### src/rtl/rocketcpu_timer_sched_pkg.sv
// Shared register map, ACTIVE valid-bit position and address decode for the timer scheduler.
// Pure declarations and one combinational helper, so there is no latency and no backpressure.
package rocketcpu_timer_pkg;

  localparam int unsigned REG_TIME       = 0;
  localparam int unsigned REG_PENDING    = 1;
  localparam int unsigned REG_ENABLE     = 2;
  localparam int unsigned REG_ACTIVE     = 3;
  localparam int unsigned REG_CMP_BASE   = 4;
  localparam int unsigned ACTIVE_VLD_BIT = 31;

  typedef enum logic [2:0] {
    SEL_NONE,
    SEL_TIME,
    SEL_PENDING,
    SEL_ENABLE,
    SEL_ACTIVE,
    SEL_CMP,
    SEL_PERIOD
  } reg_sel_e;

  typedef struct packed {
    reg_sel_e   sel;
    logic [2:0] idx;
  } reg_dec_t;

  // PERIOD[k] sits directly after the CMP bank and exists only when periodic mode is built in.
  function automatic reg_dec_t decode_reg(input logic [4:0] adr, input int unsigned channels,
                                          input bit periodic_en);
    reg_dec_t    d;
    int unsigned a;
    a     = 32'(adr);
    d.sel = SEL_NONE;
    d.idx = '0;
    if (a == REG_TIME) begin
      d.sel = SEL_TIME;
    end else if (a == REG_PENDING) begin
      d.sel = SEL_PENDING;
    end else if (a == REG_ENABLE) begin
      d.sel = SEL_ENABLE;
    end else if (a == REG_ACTIVE) begin
      d.sel = SEL_ACTIVE;
    end else if (a >= REG_CMP_BASE && a < REG_CMP_BASE + channels) begin
      d.sel = SEL_CMP;
      d.idx = 3'(a - REG_CMP_BASE);
    end else if (periodic_en && a >= REG_CMP_BASE + channels &&
                 a < REG_CMP_BASE + 2 * channels) begin
      d.sel = SEL_PERIOD;
      d.idx = 3'(a - REG_CMP_BASE - channels);
    end
    return d;
  endfunction

endpackage

### src/rtl/rocketcpu_timer_sched_if.sv
// Register bus between a host and the timer scheduler: one access per cycle-delayed ack, no stalls.
interface rocketcpu_timer_sched_if;
  logic [4:0]  i_wb_adr;
  logic [31:0] i_wb_dat;
  logic        i_wb_we;
  logic        i_wb_cyc;
  logic        o_wb_ack;
  logic [31:0] o_wb_rdt;

  modport master (
    output i_wb_adr, i_wb_dat, i_wb_we, i_wb_cyc,
    input  o_wb_ack, o_wb_rdt
  );

  modport slave (
    input  i_wb_adr, i_wb_dat, i_wb_we, i_wb_cyc,
    output o_wb_ack, o_wb_rdt
  );
endinterface

### src/rtl/rocketcpu_timer_cmp.sv
// Wrap-safe "slice has reached compare" test: true when (slice - cmp) mod 2^S lies in the lower half.
// Purely combinational, zero latency, no backpressure.
module rocketcpu_timer_cmp #(
  parameter int S = 16
) (
  input  logic [S-1:0] slice_i,
  input  logic [S-1:0] cmp_i,
  output logic         reached_o
);

  logic [S-1:0] diff;

  assign diff      = slice_i - cmp_i;
  assign reached_o = ~diff[S-1];

endmodule

### src/rtl/rocketcpu_timer_sched.sv
// Timer scheduler: free-running mtime, CHANNELS compare channels scanned one per cycle, W1C pending, level irq.
// Bus ack one cycle after cyc, never stalls; ROCKETCPU_TIMER_SCHED_PERIODIC_EN adds auto-reload PERIOD[k].
module rocketcpu_timer_sched
  import rocketcpu_timer_pkg::*;
#(
  parameter int WIDTH    = 16,
  parameter int DIVIDER  = 0,
  parameter int CHANNELS = 4
) (
  input  logic                   i_wb_clk,
  input  logic                   i_wb_rst,
  rocketcpu_timer_sched_if.slave wb,
  output logic                   o_irq
);

  localparam int S  = WIDTH - DIVIDER;
  localparam int PW = (CHANNELS > 1) ? $clog2(CHANNELS) : 1;
  localparam logic [WIDTH-1:0] TIME_ONE = WIDTH'(1);
  localparam logic [PW-1:0]    P_ONE    = PW'(1);
  localparam logic [PW-1:0]    P_LAST   = PW'(CHANNELS - 1);
`ifdef ROCKETCPU_TIMER_SCHED_PERIODIC_EN
  localparam bit PERIODIC = 1'b1;
`else
  localparam bit PERIODIC = 1'b0;
`endif

  logic [WIDTH-1:0]    mtime_q, mtime_d;
  logic [PW-1:0]       p_q, p_d;
  logic [CHANNELS-1:0] pending_q, pending_d;
  logic [CHANNELS-1:0] armed_q, armed_d;
  logic [CHANNELS-1:0] enable_q, enable_d;
  logic [S-1:0]        cmp_q [CHANNELS];
  logic [S-1:0]        cmp_d [CHANNELS];
`ifdef ROCKETCPU_TIMER_SCHED_PERIODIC_EN
  logic [S-1:0]        period_q [CHANNELS];
  logic [S-1:0]        period_d [CHANNELS];
`endif
  logic                ack_q;
  logic [31:0]         rdt_q, rdata;
  logic                irq_q;

  logic                access, wr;
  reg_dec_t            dec;
  logic [S-1:0]        slice, cmp_cur;
  logic                reached, cmp_wr_hit, expire;
  logic [CHANNELS-1:0] act;
  logic [2:0]          active_idx;
  logic                active_vld;
  logic                unused_bits;

  assign access  = wb.i_wb_cyc & ~ack_q;
  assign wr      = access & wb.i_wb_we;
  assign dec     = decode_reg(wb.i_wb_adr, CHANNELS, PERIODIC);
  assign slice   = mtime_q[WIDTH-1:DIVIDER];
  assign cmp_cur = cmp_q[p_q];

  rocketcpu_timer_cmp #(.S(S)) u_cmp (
    .slice_i  (slice),
    .cmp_i    (cmp_cur),
    .reached_o(reached)
  );

  // A CMP write landing on the channel under scan re-arms it and suppresses this cycle's expiry.
  assign cmp_wr_hit = wr && (dec.sel == SEL_CMP) && (dec.idx == 3'(p_q));
  assign expire     = armed_q[p_q] & reached & ~cmp_wr_hit;

  assign act = pending_q & enable_q;

  always_comb begin
    active_idx = '0;
    active_vld = 1'b0;
    for (int k = CHANNELS - 1; k >= 0; k--) begin
      if (act[k]) begin
        active_idx = 3'(k);
        active_vld = 1'b1;
      end
    end
  end

  always_comb begin
    rdata = '0;
    case (dec.sel)
      SEL_TIME:    rdata = 32'(slice);
      SEL_PENDING: rdata = 32'(pending_q);
      SEL_ENABLE:  rdata = 32'(enable_q);
      SEL_ACTIVE: begin
        rdata[ACTIVE_VLD_BIT] = active_vld;
        rdata[2:0]            = active_idx;
      end
      SEL_CMP:     rdata = 32'(cmp_q[dec.idx[PW-1:0]]);
`ifdef ROCKETCPU_TIMER_SCHED_PERIODIC_EN
      SEL_PERIOD:  rdata = 32'(period_q[dec.idx[PW-1:0]]);
`endif
      default:     rdata = '0;
    endcase
  end

  always_comb begin
    mtime_d   = mtime_q + TIME_ONE;
    p_d       = (p_q == P_LAST) ? '0 : p_q + P_ONE;
    pending_d = pending_q;
    armed_d   = armed_q;
    enable_d  = enable_q;
    cmp_d     = cmp_q;
`ifdef ROCKETCPU_TIMER_SCHED_PERIODIC_EN
    period_d  = period_q;
`endif

    if (wr && dec.sel == SEL_PENDING) begin
      pending_d = pending_q & ~wb.i_wb_dat[CHANNELS-1:0];
    end
    if (wr && dec.sel == SEL_ENABLE) begin
      enable_d = wb.i_wb_dat[CHANNELS-1:0];
    end

    // Expiry is applied after the W1C so a same-cycle set wins.
    if (expire) begin
      pending_d[p_q] = 1'b1;
`ifdef ROCKETCPU_TIMER_SCHED_PERIODIC_EN
      if (period_q[p_q] != '0) begin
        cmp_d[p_q] = cmp_q[p_q] + period_q[p_q];
      end else begin
        armed_d[p_q] = 1'b0;
      end
`else
      armed_d[p_q] = 1'b0;
`endif
    end

    if (wr && dec.sel == SEL_CMP) begin
      cmp_d[dec.idx[PW-1:0]]   = wb.i_wb_dat[S-1:0];
      armed_d[dec.idx[PW-1:0]] = 1'b1;
    end
`ifdef ROCKETCPU_TIMER_SCHED_PERIODIC_EN
    if (wr && dec.sel == SEL_PERIOD) begin
      period_d[dec.idx[PW-1:0]] = wb.i_wb_dat[S-1:0];
    end
`endif
  end

  always_ff @(posedge i_wb_clk or posedge i_wb_rst) begin
    if (i_wb_rst) begin
      mtime_q   <= '0;
      p_q       <= '0;
      pending_q <= '0;
      armed_q   <= '0;
      enable_q  <= '0;
      for (int k = 0; k < CHANNELS; k++) begin
        cmp_q[k] <= '0;
`ifdef ROCKETCPU_TIMER_SCHED_PERIODIC_EN
        period_q[k] <= '0;
`endif
      end
      ack_q <= 1'b0;
      rdt_q <= '0;
      irq_q <= 1'b0;
    end else begin
      mtime_q   <= mtime_d;
      p_q       <= p_d;
      pending_q <= pending_d;
      armed_q   <= armed_d;
      enable_q  <= enable_d;
      for (int k = 0; k < CHANNELS; k++) begin
        cmp_q[k] <= cmp_d[k];
`ifdef ROCKETCPU_TIMER_SCHED_PERIODIC_EN
        period_q[k] <= period_d[k];
`endif
      end
      ack_q <= access;
      rdt_q <= access ? rdata : '0;
      irq_q <= |act;
    end
  end

  assign wb.o_wb_ack = ack_q;
  assign wb.o_wb_rdt = rdt_q;
  assign o_irq       = irq_q;

  assign unused_bits = ^{wb.i_wb_dat, dec.idx};

endmodule

### src/flat_wrapper.sv
// flat-port wrapper written by rule: the top's interface ports become plain ports
module rocketcpu_timer_sched_flat import rocketcpu_timer_pkg::*;
#(
  parameter int WIDTH    = 16,
  parameter int DIVIDER  = 0,
  parameter int CHANNELS = 4
)
  (i_wb_clk, i_wb_rst, o_irq, wb_i_wb_adr, wb_i_wb_dat, wb_i_wb_we, wb_i_wb_cyc, wb_o_wb_ack, wb_o_wb_rdt);
  rocketcpu_timer_sched_if wb_i ();
  input  logic i_wb_clk;
  input  logic i_wb_rst;
  output logic o_irq;
  input wire logic [$bits(wb_i.i_wb_adr)-1:0] wb_i_wb_adr;
  input wire logic [$bits(wb_i.i_wb_dat)-1:0] wb_i_wb_dat;
  input wire logic [$bits(wb_i.i_wb_we)-1:0] wb_i_wb_we;
  input wire logic [$bits(wb_i.i_wb_cyc)-1:0] wb_i_wb_cyc;
  output wire logic [$bits(wb_i.o_wb_ack)-1:0] wb_o_wb_ack;
  output wire logic [$bits(wb_i.o_wb_rdt)-1:0] wb_o_wb_rdt;
  assign wb_i.i_wb_adr = wb_i_wb_adr;
  assign wb_i.i_wb_dat = wb_i_wb_dat;
  assign wb_i.i_wb_we = wb_i_wb_we;
  assign wb_i.i_wb_cyc = wb_i_wb_cyc;
  assign wb_o_wb_ack = wb_i.o_wb_ack;
  assign wb_o_wb_rdt = wb_i.o_wb_rdt;
  rocketcpu_timer_sched #(.WIDTH(WIDTH), .DIVIDER(DIVIDER), .CHANNELS(CHANNELS)) u_core (.i_wb_clk(i_wb_clk), .i_wb_rst(i_wb_rst), .wb(wb_i), .o_irq(o_irq));
endmodule
### config.mk
export PLATFORM = sky130hd
export DESIGN_NAME = rocketcpu_timer_sched_flat
export DESIGN_NICKNAME = d
export VERILOG_FILES = /design/src/rtl/rocketcpu_timer_sched_pkg.sv /design/src/rtl/rocketcpu_timer_sched_if.sv /design/src/rtl/rocketcpu_timer_cmp.sv /design/src/rtl/rocketcpu_timer_sched.sv /design/src/flat_wrapper.sv
export SDC_FILE = /design/constraint.sdc
export NUM_CORES = 1
export LEC_CHECK = 0
export ABC_AREA = 1
export ABC_CLOCK_PERIOD_IN_PS = 6500
export CAP_MARGIN = 30
export CORE_ASPECT_RATIO = 0.75
export CORE_MARGIN = 1.5
export CORE_UTILIZATION = 60
export CTS_CLUSTER_DIAMETER = 150
export CTS_CLUSTER_SIZE = 14
export DETAILED_ROUTE_END_ITERATION = 16
export PLACE_DENSITY = 0.93
export REMOVE_ABC_BUFFERS = 1
export SLEW_MARGIN = 40
export SYNTH_ARGS = -nofsm -noshare
export SYNTH_HDL_FRONTEND = slang
export SYNTH_SLANG_ARGS = --single-unit
### constraint.sdc
create_clock -name i_wb_clk -period 6.5 [get_ports i_wb_clk]
set_input_delay 0.975 -clock i_wb_clk [delete_from_list [all_inputs] [get_ports i_wb_clk]]
set_output_delay 0.975 -clock i_wb_clk [all_outputs]
set_load 0.02 [all_outputs]
==> summary.md <==
| Metric | Value |
|---|---|
| Antenna cells | `0` |
| EDFF count, synth | `0` |
| Hold Buf Count CTS | `0` |
| Initial Utilization | `0.6129` |
| Global placer's final weighted congestion | `0.8815` |
| Height of the die | `88.68 um` |
| Syn Inst Count | `673` |
| Setup crit end kind | `flip-flop` |
| YS warnings | `0` |
| CP Max Fanout | `33` |
| Worst-Margin Slew | `0.7295 ns` |
| Cell area after synthesis | `5872 um^2` |
| Avg WL per Cell | `18.78 um` |
| # resized after CTS | `0` |
| Status | `finished clean` |
| Remaining antenna violation count | `0` |
| Die W | `117.2 um` |
| Number of global-route vias before repair | `5,373` |
| Register area share after synthesis | `0.4816` |
| Worst R2R Start | `u_core.p_q[0]` |
| Avg Inst Size Synth | `8.725 um^2` |
| CP max-delay cell | `nand2_2` |
| Drt drc | `0` |
| Worst path top cell family by delay | `simple AND/OR/NAND/NOR gates` |
| Final Setup Violations | `0` |
| Slew Limit Fails | `0` |
| WP data arrival | `3.67 ns` |
| Synthesis-stage register bit count | `113` |
| Crit-path cells | `clkdlybuf4s50_1 > nor2_2 > nand2_2 > inv_4 > nand2_4 > nor2_4 > nand2_2 > nand2_1 > o21ai_0` |
| Max clock buf depth | `2` |
| I/O pin total | `75` |
| Unrepaired setup endpoints after global routing | `false` |
| Tot Pwr | `1.939 mW` |
| Largest net degree at the start of global routing | `66` |
| Static Leak | `3.095 nW` |
| Initial DRC count | `722` |
| H-tree depth | `4` |
| Worst Setup SP | `wb_i_wb_adr[4]` |
| CTS tree | `done` |
| Worst Skew | `0.007996 ns` |
| Top cells by area, synth | `dfrtp_1, nand2_1, o21ai_0` |
| Most frequent cell after synthesis | `nand2_1` |
| Vias | `5,311` |
| First-pass GRT wire length | `25,620 um` |
| Post-DP HPWL | `9688 um` |
| Max rail drop VDD | `0.3173 mV` |
| Crit share post-route | `0.5229` |
| Filler Cell Count | `693` |
| Area leader, netlist | `dfrtp_1` |
| Row cnt | `31` |
| Post-Synth XOR/XNOR Area | `0.02536` |
| Asr flop ratio synth | `1.000` |
| Area of the die | `10,400 um^2` |
| Fraction of synthesized area in multiplexers | `0` |
| Initial DRT Pass Iterations | `6` |
| CP most frequent cell | `nand2_2` |
| Type of origin of the critical path | `input pin` |
| Setup_tns | `0 ns` |
| Footprint of the multi-input gates | `2635 um^2` |
| Synth unique cells | `42` |
| Area share of the largest cell type after synthesis | `0.4816` |
| Clock buffer count from CTS | `17` |
| Final core utilization | `0.7206` |
| Reg area | `2828 um^2` |
| Clock latency on the worst-skew pair | `0.42 ns` |
| Clock Tree Root | `clkbuf_16` |
| Area share of fa/ha/maj cells after synthesis | `0.04049` |
| CTS sink cnt | `113` |
| Core ar. | `9580 um^2` |
| Initial antenna violation count | `0` |
| Total grt overflow | `0` |
| CP max stage delay | `0.57 ns` |
| Critical path class | `input pin to flip-flop` |
| Final WL | `15,980 um` |
| Post-synth top cells | `nand2_1, dfrtp_1, o21ai_0, a21oi_1, inv_1` |
| Setup repair bufs after CTS | `0` |
| Power per cell area | `280.8 nW/um^2` |
| WP buf/inv | `2` |
| CP required | `6.77 ns` |
| Final Hold Fails | `0` |
| Min-delay src | `u_core.wb.o_wb_ack` |
| Global-route total usage across every layer | `0.3309` |
| I/O Buffers | `43` |
| Simple-Gate Fraction of Synth Area | `0.1720` |
| Clk pin slew, worst setup/hold paths | `0.05 ns` |
| Drt via density | `6.241` |
| Layout cells sized above 1 | `0.09040` |
| Slew margin rel. | `0.5119` |
| Nets | `766` |
| Combinational family with the most area after synthesis | `compound AO/OA/AOI/OAI gates` |
| Max cap viols | `0` |
| Main synth FF type | `dfrtp_1` |
| Min cycle time layout | `3.399 ns` |
| Compound-Gate Fraction of Synth Area | `0.1992` |
| Synth-to-Final Area Change | `17.58%` |
| Worst min path class | `flip-flop to flip-flop` |
| Max frequency | `0.2942 GHz` |
-- routing by layer --
metal  GRT usage  vias up  part of all wire
met1      0.3898     2553              0.38
met4      0.2125        0             0.037
met3     0.07945       71             0.096
li1            -     2315                 -
met2      0.5497      372              0.49
met5           0        -                 0
-- state kept, by name (all words and copies together) (netlist names) --
name                count
u_core.mtime_q         16
u_core.wb.o_wb_ack      1
u_core.cmp_q           64
u_core.armed_q          4
u_core.wb.o_wb_rdt     17
u_core.enable_q         4
u_core.o_irq            1
u_core.pending_q        4
u_core.p_q              2
-- worst register-to-register path: stages, from the launching register on --
cell	delay [ns]
dfrtp_1	0.37
buf_4	0.28
inv_2	0.56
nand2_1	0.17
a32o_1	0.27
ha_1	0.29
a21oi_1	0.15
nor2_1	0.05
a211oi_1	0.19
nand2_1	0.13
nand2_1	0.14
nand2_1	0.08
nand2_2	0.14
nand3_4	0.15
nand2_1	0.09
nand3_1	0.07
-- per-stage QoR --
step	hold WS, ns	cells	area (um^2)	setup WS (ns)
after floorplan	0.4521	641	5670	2.538
after global placement	0.4318	819	6291	2.641
after detailed placement	0.4462	819	6304	2.847
after CTS	0.4565	851	6900	3.205
after global routing	0.4757	851	6904	2.978
final	0.4555	851	6904	3.101
-- area by class of cell --
cell class | count | area share
clock buffers | 21 | 0.06669
clock inverters | 11 | 0.01975
inverters | 58 | 0.03226
multi-input cells | 470 | 0.3817
flip-flops and latches | 113 | 0.4096
well taps | 132 | 0.02392
repair buffers | 46 | 0.06615
-- final timing paths --
check                      cells after the start            endpoint  slack [ns]
hold / removal                                 1  u_core.wb.o_wb_ack        0.46
setup reg to reg                              15   u_core.armed_q[0]        3.21
setup / recovery                               9    u_core.cmp_q[11]        3.10
max in group asynchronous                      3    u_core.cmp_q[47]        4.53
hold reg to reg                                1  u_core.wb.o_wb_ack        0.46
min in group asynchronous                      2    u_core.cmp_q[21]        0.99
-- where the power goes --
group          switching (mW)  internal (mW)
Clock                   0.328          0.618
Combinational           0.115         0.0723
Sequential             0.0481          0.757
Total                   0.492           1.45
-- kinds of logic after synthesis --
group,count (synthesis)
AND/OR/NAND/NOR,227
XOR/XNOR,17
buffers and inverters,104
adder cells (fa/ha/maj),19
other,1
AO/OA/AOI/OAI,192
flip-flops,113
-- layout by cell type, fill, tap and decap left out, drive strengths merged --
cell type / netlist / final
nand2: 159 / 159
dfrtp: 113 / 113
o21ai: 85 / 85
inv: 58 / 58
a21oi: 52 / 52
clkdlybuf4s50: 0 / 43
nor2: 37 / 37
a22oi: 32 / 32
clkbuf: 22 / 21
ha: 19 / 19
conb: 1 / 15
nand3: 15 / 15
a32o: 14 / 14
xor2: 14 / 14
nand4: 8 / 8
clkinv: 0 / 7
nor3: 6 / 6
a211oi: 3 / 3
xnor2: 3 / 3
bufinv: 0 / 3
buf: 24 / 3
o22ai: 1 / 1
a22o: 1 / 1
nor3b: 1 / 1
a221oi: 1 / 1
a41oi: 1 / 1
o22a: 1 / 1
a31oi: 1 / 1
nor4: 1 / 1
clkinvlp: 0 / 1
Power figures use the tool's default switching activity.
